===== config.mk =====
export PLATFORM = sky130hd
export DESIGN_NAME = pipe_stall_ctrl_flat
export DESIGN_NICKNAME = d
export VERILOG_FILES = /design/src/rtl/pipe_stall_ctrl_pkg.sv /design/src/rtl/pipe_stall_ctrl_if.sv /design/src/rtl/pipe_stall_ctrl_md_busy_timer.sv /design/src/rtl/pipe_stall_ctrl.sv /design/src/flat_wrapper.sv
export SDC_FILE = /design/constraint.sdc
export NUM_CORES = 1
export LEC_CHECK = 0
export CAP_MARGIN = 40
export CELL_PAD_IN_SITES_DETAIL_PLACEMENT = 0
export CELL_PAD_IN_SITES_GLOBAL_PLACEMENT = 2
export CORE_MARGIN = 2
export CORE_UTILIZATION = 29
export DETAILED_ROUTE_END_ITERATION = 10
export GPL_TIMING_DRIVEN = 0
export PLACE_DENSITY_LB_ADDON = 0.1
export SKIP_LAST_GASP = 1
export SYNTH_ARGS = -nofsm -noshare
export SYNTH_HDL_FRONTEND = slang
export SYNTH_HIERARCHICAL = 1
export SYNTH_SLANG_ARGS = --single-unit
export TNS_END_PERCENT = 100

===== constraint.sdc =====
create_clock -name clk -period 5.4 [get_ports clk]
set_input_delay 1.08 -clock clk [delete_from_list [all_inputs] [get_ports clk]]
set_output_delay 1.08 -clock clk [all_outputs]
set_load 0.1 [all_outputs]

===== src/rtl/pipe_stall_ctrl_pkg.sv =====
// rtl/pipe_stall_ctrl_pkg.sv - shared types, defaults and hazard helper for the stall controller
// Busy-sequencer state encoding plus the Tuse/Tnew dependency check used for rs and rt.
package pipe_stall_ctrl_pkg;

  localparam int unsigned MULT_LAT_DEF = 5;
  localparam int unsigned DIV_LAT_DEF  = 10;
  localparam int unsigned CNT_W_DEF    = 4;

  typedef enum logic [1:0] {
    MD_IDLE = 2'd0,
    MD_MULT = 2'd1,
    MD_DIV  = 2'd2
  } md_state_t;

  // $0 is hard-wired, so a producer "writing" it can never be a real dependency.
  function automatic logic reg_hazard(
    input logic [4:0] src,
    input logic [1:0] tuse,
    input logic [4:0] a3_ex,
    input logic [1:0] tnew_ex,
    input logic [4:0] a3_mem,
    input logic [1:0] tnew_mem
  );
    return (src != 5'd0) &&
           (((src == a3_ex)  && (tuse < tnew_ex)) ||
            ((src == a3_mem) && (tuse < tnew_mem)));
  endfunction

endpackage


===== src/rtl/pipe_stall_ctrl_if.sv =====
// rtl/pipe_stall_ctrl_if.sv - ID-stage hazard inputs and front-end gating outputs
// master = decoder/pipeline side driving hazard info; slave = the stall controller.
interface pipe_stall_ctrl_if;

  logic [4:0]  rs_id;
  logic [4:0]  rt_id;
  logic [1:0]  tuse_rs;
  logic [1:0]  tuse_rt;
  logic [4:0]  a3_ex;
  logic [1:0]  tnew_ex;
  logic [4:0]  a3_mem;
  logic [1:0]  tnew_mem;
  logic        md_use_id;
  logic        md_start_ex;
  logic        md_is_div;
  logic        stall;
  logic        pc_en;
  logic        if_id_en;
  logic        id_ex_clr;
  logic        md_busy;
  logic [31:0] stall_cnt;

  modport master (
    output rs_id, rt_id, tuse_rs, tuse_rt, a3_ex, tnew_ex, a3_mem, tnew_mem,
           md_use_id, md_start_ex, md_is_div,
    input  stall, pc_en, if_id_en, id_ex_clr, md_busy, stall_cnt
  );

  modport slave (
    input  rs_id, rt_id, tuse_rs, tuse_rt, a3_ex, tnew_ex, a3_mem, tnew_mem,
           md_use_id, md_start_ex, md_is_div,
    output stall, pc_en, if_id_en, id_ex_clr, md_busy, stall_cnt
  );

endinterface


===== src/rtl/pipe_stall_ctrl_md_busy_timer.sv =====
// rtl/pipe_stall_ctrl_md_busy_timer.sv - HI/LO unit busy sequencer
// A start in cycle t keeps o_busy high for t+1..t+LAT; starts while busy are dropped.
module pipe_stall_ctrl_md_busy_timer
  import pipe_stall_ctrl_pkg::*;
#(
  parameter int unsigned MULT_LAT = MULT_LAT_DEF,
  parameter int unsigned DIV_LAT  = DIV_LAT_DEF,
  parameter int unsigned CNT_W    = CNT_W_DEF
) (
  input  logic clk,
  input  logic reset,
  input  logic i_start,
  input  logic i_is_div,
  output logic o_busy
);

  md_state_t        r_state;
  md_state_t        w_state_next;
  logic [CNT_W-1:0] r_cnt;
  logic [CNT_W-1:0] w_cnt_next;

  always_ff @(posedge clk) begin
    if (reset) begin
      r_state <= MD_IDLE;
      r_cnt   <= '0;
    end else begin
      r_state <= w_state_next;
      r_cnt   <= w_cnt_next;
    end
  end

  always_comb begin
    w_state_next = r_state;
    w_cnt_next   = r_cnt;
    case (r_state)
      MD_IDLE: begin
        if (i_start && !i_is_div) begin
          w_state_next = MD_MULT;
          w_cnt_next   = CNT_W'(MULT_LAT - 1);
        end else if (i_start && i_is_div) begin
          w_state_next = MD_DIV;
          w_cnt_next   = CNT_W'(DIV_LAT - 1);
        end
      end
      MD_MULT, MD_DIV: begin
        if (r_cnt != '0) begin
          w_cnt_next = r_cnt - 1'b1;
        end else begin
          w_state_next = MD_IDLE;
        end
      end
      default: begin
        w_state_next = MD_IDLE;
        w_cnt_next   = '0;
      end
    endcase
  end

  assign o_busy = (r_state != MD_IDLE);

  // The front-end stall should make this impossible; seeing it means a decoder/stall bug.
  a_no_start_while_busy: assert property (
    @(posedge clk) disable iff (reset) !(i_start && o_busy)
  );

endmodule


===== src/rtl/pipe_stall_ctrl.sv =====
// rtl/pipe_stall_ctrl.sv - MIPS 5-stage stall controller top
// Combines rs/rt Tuse-Tnew hazards with the mult/div busy sequencer and counts stalled cycles.
module pipe_stall_ctrl
  import pipe_stall_ctrl_pkg::*;
#(
  parameter int unsigned MULT_LAT = MULT_LAT_DEF,
  parameter int unsigned DIV_LAT  = DIV_LAT_DEF,
  parameter int unsigned CNT_W    = CNT_W_DEF
) (
  input  logic               clk,
  input  logic               reset,
  pipe_stall_ctrl_if.slave   bus
);

  logic        w_stall_rs;
  logic        w_stall_rt;
  logic        w_stall_md;
  logic        w_stall_raw;
  logic        w_stall;
  logic        w_md_busy;
  logic [31:0] r_stall_cnt;

  pipe_stall_ctrl_md_busy_timer #(
    .MULT_LAT (MULT_LAT),
    .DIV_LAT  (DIV_LAT),
    .CNT_W    (CNT_W)
  ) u_md_busy_timer (
    .clk      (clk),
    .reset    (reset),
    .i_start  (bus.md_start_ex),
    .i_is_div (bus.md_is_div),
    .o_busy   (w_md_busy)
  );

  assign w_stall_rs = reg_hazard(bus.rs_id, bus.tuse_rs, bus.a3_ex, bus.tnew_ex,
                                 bus.a3_mem, bus.tnew_mem);
  assign w_stall_rt = reg_hazard(bus.rt_id, bus.tuse_rt, bus.a3_ex, bus.tnew_ex,
                                 bus.a3_mem, bus.tnew_mem);
  // The start cycle itself blocks through md_start_ex, before busy is registered.
  assign w_stall_md  = bus.md_use_id && (bus.md_start_ex || w_md_busy);
  assign w_stall_raw = w_stall_rs || w_stall_rt || w_stall_md;
  assign w_stall     = !reset && w_stall_raw;

  always_ff @(posedge clk) begin
    if (reset) begin
      r_stall_cnt <= '0;
    end else if (w_stall && (r_stall_cnt != 32'hFFFF_FFFF)) begin
      r_stall_cnt <= r_stall_cnt + 32'd1;
    end
  end

  // During reset the ID/EX register is held clear while the front end runs freely.
  assign bus.stall     = w_stall;
  assign bus.pc_en     = !w_stall;
  assign bus.if_id_en  = !w_stall;
  assign bus.id_ex_clr = reset || w_stall;
  assign bus.md_busy   = w_md_busy;
  assign bus.stall_cnt = r_stall_cnt;

endmodule


===== src/flat_wrapper.sv =====
// flat-port wrapper written by rule: the top's interface ports become plain ports
module pipe_stall_ctrl_flat import pipe_stall_ctrl_pkg::*;
#(
  parameter int unsigned MULT_LAT = MULT_LAT_DEF,
  parameter int unsigned DIV_LAT  = DIV_LAT_DEF,
  parameter int unsigned CNT_W    = CNT_W_DEF
)
  (clk, reset, bus_rs_id, bus_rt_id, bus_tuse_rs, bus_tuse_rt, bus_a3_ex, bus_tnew_ex, bus_a3_mem, bus_tnew_mem, bus_md_use_id, bus_md_start_ex, bus_md_is_div, bus_stall, bus_pc_en, bus_if_id_en, bus_id_ex_clr, bus_md_busy, bus_stall_cnt);
  pipe_stall_ctrl_if bus_i ();
  input  logic clk;
  input  logic reset;
  input wire logic [$bits(bus_i.rs_id)-1:0] bus_rs_id;
  input wire logic [$bits(bus_i.rt_id)-1:0] bus_rt_id;
  input wire logic [$bits(bus_i.tuse_rs)-1:0] bus_tuse_rs;
  input wire logic [$bits(bus_i.tuse_rt)-1:0] bus_tuse_rt;
  input wire logic [$bits(bus_i.a3_ex)-1:0] bus_a3_ex;
  input wire logic [$bits(bus_i.tnew_ex)-1:0] bus_tnew_ex;
  input wire logic [$bits(bus_i.a3_mem)-1:0] bus_a3_mem;
  input wire logic [$bits(bus_i.tnew_mem)-1:0] bus_tnew_mem;
  input wire logic [$bits(bus_i.md_use_id)-1:0] bus_md_use_id;
  input wire logic [$bits(bus_i.md_start_ex)-1:0] bus_md_start_ex;
  input wire logic [$bits(bus_i.md_is_div)-1:0] bus_md_is_div;
  output wire logic [$bits(bus_i.stall)-1:0] bus_stall;
  output wire logic [$bits(bus_i.pc_en)-1:0] bus_pc_en;
  output wire logic [$bits(bus_i.if_id_en)-1:0] bus_if_id_en;
  output wire logic [$bits(bus_i.id_ex_clr)-1:0] bus_id_ex_clr;
  output wire logic [$bits(bus_i.md_busy)-1:0] bus_md_busy;
  output wire logic [$bits(bus_i.stall_cnt)-1:0] bus_stall_cnt;
  assign bus_i.rs_id = bus_rs_id;
  assign bus_i.rt_id = bus_rt_id;
  assign bus_i.tuse_rs = bus_tuse_rs;
  assign bus_i.tuse_rt = bus_tuse_rt;
  assign bus_i.a3_ex = bus_a3_ex;
  assign bus_i.tnew_ex = bus_tnew_ex;
  assign bus_i.a3_mem = bus_a3_mem;
  assign bus_i.tnew_mem = bus_tnew_mem;
  assign bus_i.md_use_id = bus_md_use_id;
  assign bus_i.md_start_ex = bus_md_start_ex;
  assign bus_i.md_is_div = bus_md_is_div;
  assign bus_stall = bus_i.stall;
  assign bus_pc_en = bus_i.pc_en;
  assign bus_if_id_en = bus_i.if_id_en;
  assign bus_id_ex_clr = bus_i.id_ex_clr;
  assign bus_md_busy = bus_i.md_busy;
  assign bus_stall_cnt = bus_i.stall_cnt;
  pipe_stall_ctrl #(.MULT_LAT(MULT_LAT), .DIV_LAT(DIV_LAT), .CNT_W(CNT_W)) u_core (.clk(clk), .reset(reset), .bus(bus_i));
endmodule

==> metrics, run 1 <==
DIE AREA=8890 um^2; multiplexer share of the synthesized area=0.423%; Clock Skew=0.00290 ns; Final Power=0.000966 W; power per standard cell area=250 nW/um^2; DR vias/cell=4.81; synthesis-to-layout area growth=63.2%; most frequent cells after synthesis=38 x dfxtp_1, 36 x nor2_1, 29 x xnor2_1; max cap viols=0; Hold Crit Endpoint=u_core/bus.stall_cnt[27]; TritonCTS clock tree=done; Worst Reg-to-Reg Cells=10; VDD IR-drop max=0.000133 V; GRT Residual Overflow=0; Nets=449; Initial Util=30.3%; vias in the first global route=2,398; Die Wd=94.3 um; worst r2r dst=u_core/bus.stall_cnt[13]; CP Capture Type=primary output; register bit total from synthesis=38; CTS H-tree depth=2; die height=94.3 um; Placer Congestion=0.787; Cells after Synth=294; cts bufs inserted=5; RSZ-0062 raised after global routing=no; Synth Area in Compound Gates=10.2%; Detailed Route WL=6.72 mm; Slew headroom=58.0%; area of the core=7810 um^2; via count=2,452; Synth area leader=dfxtp_1; Port Buf Inserts=69; Final Hold Vio Count=0; r2r setup slk=2.70 ns; Worst Hold Class=register to register; Cells after DPL=502; Least-Margin Pin Slew=0.627 ns; register area share after synthesis=32.2%; Post-Layout Cell Count=510; crit-path cells=clkdlybuf4s50_1 -> or4_1 -> nor2_1 -> a21oi_2 -> nor3_4 -> clkbuf_2 -> or2_2 -> buf_4 -> clkdlybuf4s50_1 -> buf_8; DRC Markers=0; root buf cell=clkbuf_8; post-synthesis area per instance=8.04 um^2; Global Route Usage Sum=15.7%; setup slack after layout=0.257 ns; ANT cells=0; Worst-path clk slew=0.07 ns; WHS Path Cells=2; initial antenna violation count=0; largest net degree at the start of global routing=12; syn nets=336; fin crit share=95.2%; hpwl dp=5.25 mm; hold slack=0.500 ns; fraction of layout cells with a size suffix above 1=13.7%; Core Util, Final=49.4%; fin crit period=5.14 ns; clock buffer depth=2; Post-CTS Setup Repair Bufs=0; Unique masters post-synth=42; fraction of registers with async set/reset=0%; critical path type=input pin to primary output; XOR/XNOR share of the synthesized area=15.9%; routed len/inst=13.2 um; most frequent cell after synthesis=dfxtp_1; Starting DRT DRC Count=74; Skew-Pair Late Insertion Delay=0.28 ns; Yosys warnings=6; I/O pin count=70; fillcell total=748; WP data arrival=4.06 ns; R2R Path Start=u_core/bus.stall_cnt[6]; type of origin of the critical path=input pin; main combinational cell family by area after synthesis=simple AND/OR/NAND/NOR gates; fmax=194 MHz; Post-synth EDFFs=0; Setup-failing EPs final=0; delay-heaviest family, CP=buffers and inverters; Critical Path RT=4.32 ns; static leakage=1.37 nW; post-synthesis simple-gate area fraction=31.6%; post-route ant nets=0; netlist area before placement=2360 um^2; first-pass GRT wire length=11.3 mm; min-delay src=u_core/bus.stall_cnt[27]; slowest CP cell=or4_1; most area-consuming cells after synthesis=dfxtp_1 32%, xnor2_1 11%, nor2_1 5.7%, xor2_1 5.2%, ha_1 4.8%; status=complete, no violations; Post-Synth Adder-Cell Area=4.76%; Pre-antenna DRT Iters=4; Placement Setup Slack=0.0826 ns; Rows=32; CP Buf/Inv Count=5; Max stage delay on crit path=0.53 ns; Critical Path Fanout Max=10; Most used DFF post-synth=dfxtp_1; Max Slew Vio Count=0; clk sinks=38; top-area cell type share of the netlist area=32.2%; cell mode on critical path=clkdlybuf4s50_1
[worst max-delay path by stage]
stage               cells after the start  slack [ns]            from        end
detailed placement                     10        0.08    bus_rs_id[1]  bus_pc_en
global route                           10         0.1    bus_rs_id[2]  bus_pc_en
finish                                 10        0.26    bus_rs_id[1]  bus_pc_en
CTS                                    10        0.07    bus_rs_id[1]  bus_pc_en
global placement                        9       -0.35    bus_rs_id[1]  bus_pc_en
floorplan                               9        0.84  bus_tnew_ex[1]  bus_stall
[metal layers]
metal / vias up / track usage (%) / routed length (um)
li1: 1257 / - / -
met4: 0 / 2.90 / 30
met2: 47 / 26.5 / 3220
met3: 2 / 2.81 / 240
met1: 1146 / 21.0 / 3230
met5: - / 0 / 0
[power breakdown]
| group | switching [W] | leakage (nW) | total [W] | internal [W] |
|---|---|---|---|---|
| combinational | 0.000238 | 1.01 | 0.000406 | 0.000168 |
| clock | 0.0000975 | 0.0524 | 0.000236 | 0.000138 |
| sequential | 0.0000224 | 0.307 | 0.000324 | 0.000302 |
[final cells by class]
type / instances / area, um^2 / area share, %
buffer: 13 / 57.6 / 1.49
clock buffer: 7 / 76.3 / 1.98
clock inverter: 1 / 30.0 / 0.778
inverter: 16 / 60.1 / 1.56
multi-input combinational: 227 / 1490 / 38.6
sequential: 38 / 761 / 19.7
tap: 102 / 128 / 3.31
timing repair buffer: 106 / 1260 / 32.6
[sequential cells by signal, summed over array words and instances (netlist names)]
name                            cells
u_core/bus.stall_cnt               32
u_core/u_md_busy_timer/r_cnt        4
u_core/u_md_busy_timer/r_state      2
[tightest hold or removal path, cell delays in order (launching register included)]
cell     delay (ns)
dfxtp_1        0.33
o21ai_0        0.07
a21oi_1        0.06
[repair_timing]
action	in CTS	in global routing
resized for setup	0	2
setup endpoints to repair	0	2
hold buffers	0	0
[cells in the final DEF, fill, tap and decap left out, types with 3 or more instances in the layout]
master           count
nand4_1             10
a21oi_1             13
nor4b_1              4
nand2_1             13
xor2_1              14
and3_1               7
dfxtp_1             38
clkbuf_8             5
clkbuf_1             9
o31ai_1              3
nor2_1              36
or3_1               13
or4_1                6
nor3_1              15
xnor2_1             29
nand2b_1             6
a22oi_1              3
ha_1                 9
inv_1               16
clkdlybuf4s50_1     69
o21ai_0              8
buf_8               36
nand3_1             10
nor4_1               8
[through the flow]
stage	area, um^2	setup TNS (ns)
after floorplan	2360	0
after global placement	3180	-0.881
after detailed placement	3750	0
after CTS	3860	0
after global routing	3860	0
final	3860	0
[logic make-up (layout without fill, tap and decap cells)]
| family | Yosys count | after routing |
|---|---|---|
| XOR/XNOR | 43 | 43 |
| AO/OA/AOI/OAI | 36 | 36 |
| adder cells (fa/ha/maj) | 9 | 9 |
| multiplexers | 1 | 1 |
| buffers and inverters | 29 | 143 |
| AND/OR/NAND/NOR | 138 | 138 |
| flip-flops | 38 | 38 |
No activity file was read; power rests on OpenSTA's default activity.
==> run 2: changes to the inputs <==
- CAP_MARGIN: 40 -> unset
==> run 2 against run 1 <==
Effect of this change: clock-buffer cell count is 2 lower; critical endpoint unchanged; fmax up 2.5%; critical path depth down 1; routed wire length decreased by 2.6%; core utilization fell by 7.1 points.
==> metrics, run 2 (same netlist as run 1, synthesis figures left out) <==
fin crit share=92.9% (-2.4 points); max FFs per register=32 (unchanged); CP Capture Type=primary output; routed len/inst=13.8 um (+5.0%); Global Route Usage Sum=15.0% (-0.62 points); clock share of power=30.1% (+5.7 points); post-route ant nets=0 (unchanged); hold slack=0.499 ns (-0.00114 ns); clk sinks=38 (unchanged); Slew headroom=33.3% (-25 points); fin crit period=5.02 ns (-0.128 ns); fmax=199 MHz (+2.5%); NetSw=0.000363 W (+1.3%); setup tns final=0 ns (unchanged); Max stage delay on crit path=0.54 ns (about the same); first-pass GRT wire length=10.7 mm (-5.7%); VDD IR-drop max=0.000128 V (-4.3%); TritonCTS clock tree=done; DRC Markers=0 (unchanged); Critical Path Fanout Max=10 (unchanged); switching part of the total power=36.9% (-0.19 points); Least-Margin Pin Slew=0.998 ns (+0.371 ns); most common cell after layout, fill and taps aside=clkdlybuf4s50_1; Pre-antenna DRT Iters=4 (unchanged); critical path type=input pin to primary output; DIE AREA=8890 um^2 (unchanged); via count=2,310 (-5.8%); Final Hold Vio Count=0 (unchanged); Setup-failing EPs final=0 (unchanged); Clock Skew=0.00935 ns (+0.00644 ns); Starting DRT DRC Count=108 (+46%); hpwl dp=4.99 mm (-5.0%); r2r setup slk=2.68 ns (-0.02 ns); status=complete, no violations; Initial Util=30.3% (unchanged); type of origin of the critical path=input pin; Rows=32 (unchanged); power per standard cell area=298 nW/um^2 (+19%); Nets=412 (-8.2%); initial antenna violation count=0 (unchanged); synthesis-to-layout area growth=39.7%; vias in the first global route=2,234 (-6.8%); Comb power frac=37.0% (-5.1 points); Worst Hold Class=register to register; Die Wd=94.3 um (unchanged); commonest cells after routing, fill and taps aside=65 x clkdlybuf4s50_1, 38 x dfxtp_1, 36 x nor2_1; Seq pwr share=32.9% (-0.6 points); GRT Residual Overflow=0 (unchanged); Port Buf Inserts=69 (unchanged); CTS H-tree depth=2 (unchanged); Detailed Route WL=6.54 mm (-2.6%); Skew-Pair Late Insertion Delay=0.29 ns (about the same); DR vias/cell=4.88 (+1.6%); root buf cell=clkbuf_8; Core Util, Final=42.3% (-7.1 points); WP data arrival=3.94 ns (-0.12 ns); internal power=0.000621 W (+2.1%); clock buffer depth=2 (unchanged); static leakage=1.11 nW (-19%); die height=94.3 um (unchanged); slowest CP cell=or4_1; Critical Path RT=4.32 ns (about the same); ANT cells=0 (unchanged); largest net degree at the start of global routing=14 (+2); crit-path cells=clkdlybuf4s50_1 -> or4_1 -> nor2_1 -> a21oi_2 -> nor3_4 -> clkbuf_1 -> or2_2 -> buf_4 -> clkbuf_2; max cap viols=0 (unchanged); RSZ-0062 raised after global routing=no; Worst-path clk slew=0.09 ns (+0.02 ns); Placer Congestion=0.787 (unchanged); fraction of layout cells with a size suffix above 1=6.20% (-7.5 points); I/O pin count=70 (unchanged); cts bufs inserted=5 (unchanged); Max Slew Vio Count=0 (unchanged); area of the core=7810 um^2 (unchanged)
## run 2: changes by cell type in the layout (fill, tap and decap cells not counted)
| cell | change |
|---|---|
| buf_16 | -1 |
| buf_8 | -36 |
| bufinv_16 | +1 |
| clkbuf_1 | -1 |
| clkbuf_2 | +2 |
| clkdlybuf4s50_1 | -4 |
| clkinv_4 | +1 |
| dlygate4sd2_1 | +1 |
## run 2: through the flow
step / area (um^2) / worst slack [ns] / total power [W] / std cells
2_1_floorplan: 2360 / 0.839 / 0.000594 / 294
5_1_grt: 3300 / 0.129 / 0.00104 / 473
6_report: 3300 / 0.384 / 0.000983 / 473
3_5_place_dp: 3180 / -0.337 / 0.000697 / 465
3_3_place_gp: 3180 / -0.355 / 0.000699 / 465
4_1_cts: 3320 / -0.0524 / 0.000991 / 473
## run 2: cell type report
| type | count | area (um^2) |
|---|---|---|
| clock inverters | 3 | 68.8 |
| plain buffers | 13 | 56.3 |
| repair buffers | 69 | 674 |
| multi-input cells | 227 | 1490 |
| inverters | 16 | 60.1 |
| fillers | 800 | 4500 |
| clock buffers | 5 | 68.8 |
| well taps | 102 | 128 |
| flip-flops and latches | 38 | 761 |
## run 2: final timing paths
check                                        from                               to  cells after the start
hold reg to reg   u_core/u_md_busy_timer/r_cnt[0]  u_core/u_md_busy_timer/r_cnt[0]                      2
hold / removal    u_core/u_md_busy_timer/r_cnt[0]  u_core/u_md_busy_timer/r_cnt[0]                      2
setup reg to reg          u_core/bus.stall_cnt[6]         u_core/bus.stall_cnt[13]                     10
setup / recovery                     bus_rs_id[1]                        bus_pc_en                      9
## run 2: power by group through the flow
stage	Clock [W]	Sequential (W)	Combinational, W
4_1_cts	0.000302	0.000323	0.000366
3_5_place_dp	0	0.000329	0.000368
6_report	0.000296	0.000323	0.000364
5_1_grt	0.000314	0.000326	0.000398
3_3_place_gp	0	0.000330	0.000369
2_1_floorplan	0	0.000348	0.000246
## run 2: critical path, delay by kind of cell
family                 cells  cell delay (ns)
and+or+nand+nor            4             1.33
buffers and inverters      4             1.45
AOI/OAI and AO/OA          1             0.06
## run 2: routing by layer
layer / share of wire (%) / GRT usage (%) / up-vias
li1: - / - / 1178
met1: 49 / 20.2 / 1083
met2: 46 / 25.0 / 47
met3: 4.2 / 3.37 / 2
met4: 0.38 / 2.78 / 0
met5: 0 / 0 / -
## run 2: repair_timing
| action | in CTS | in global routing |
|---|---|---|
| endpoints found under the setup margin | 4 | 3 |
| setup buffers | 0 | 0 |
| gates resized for setup | 4 | 6 |
| hold buffers | 0 | 0 |
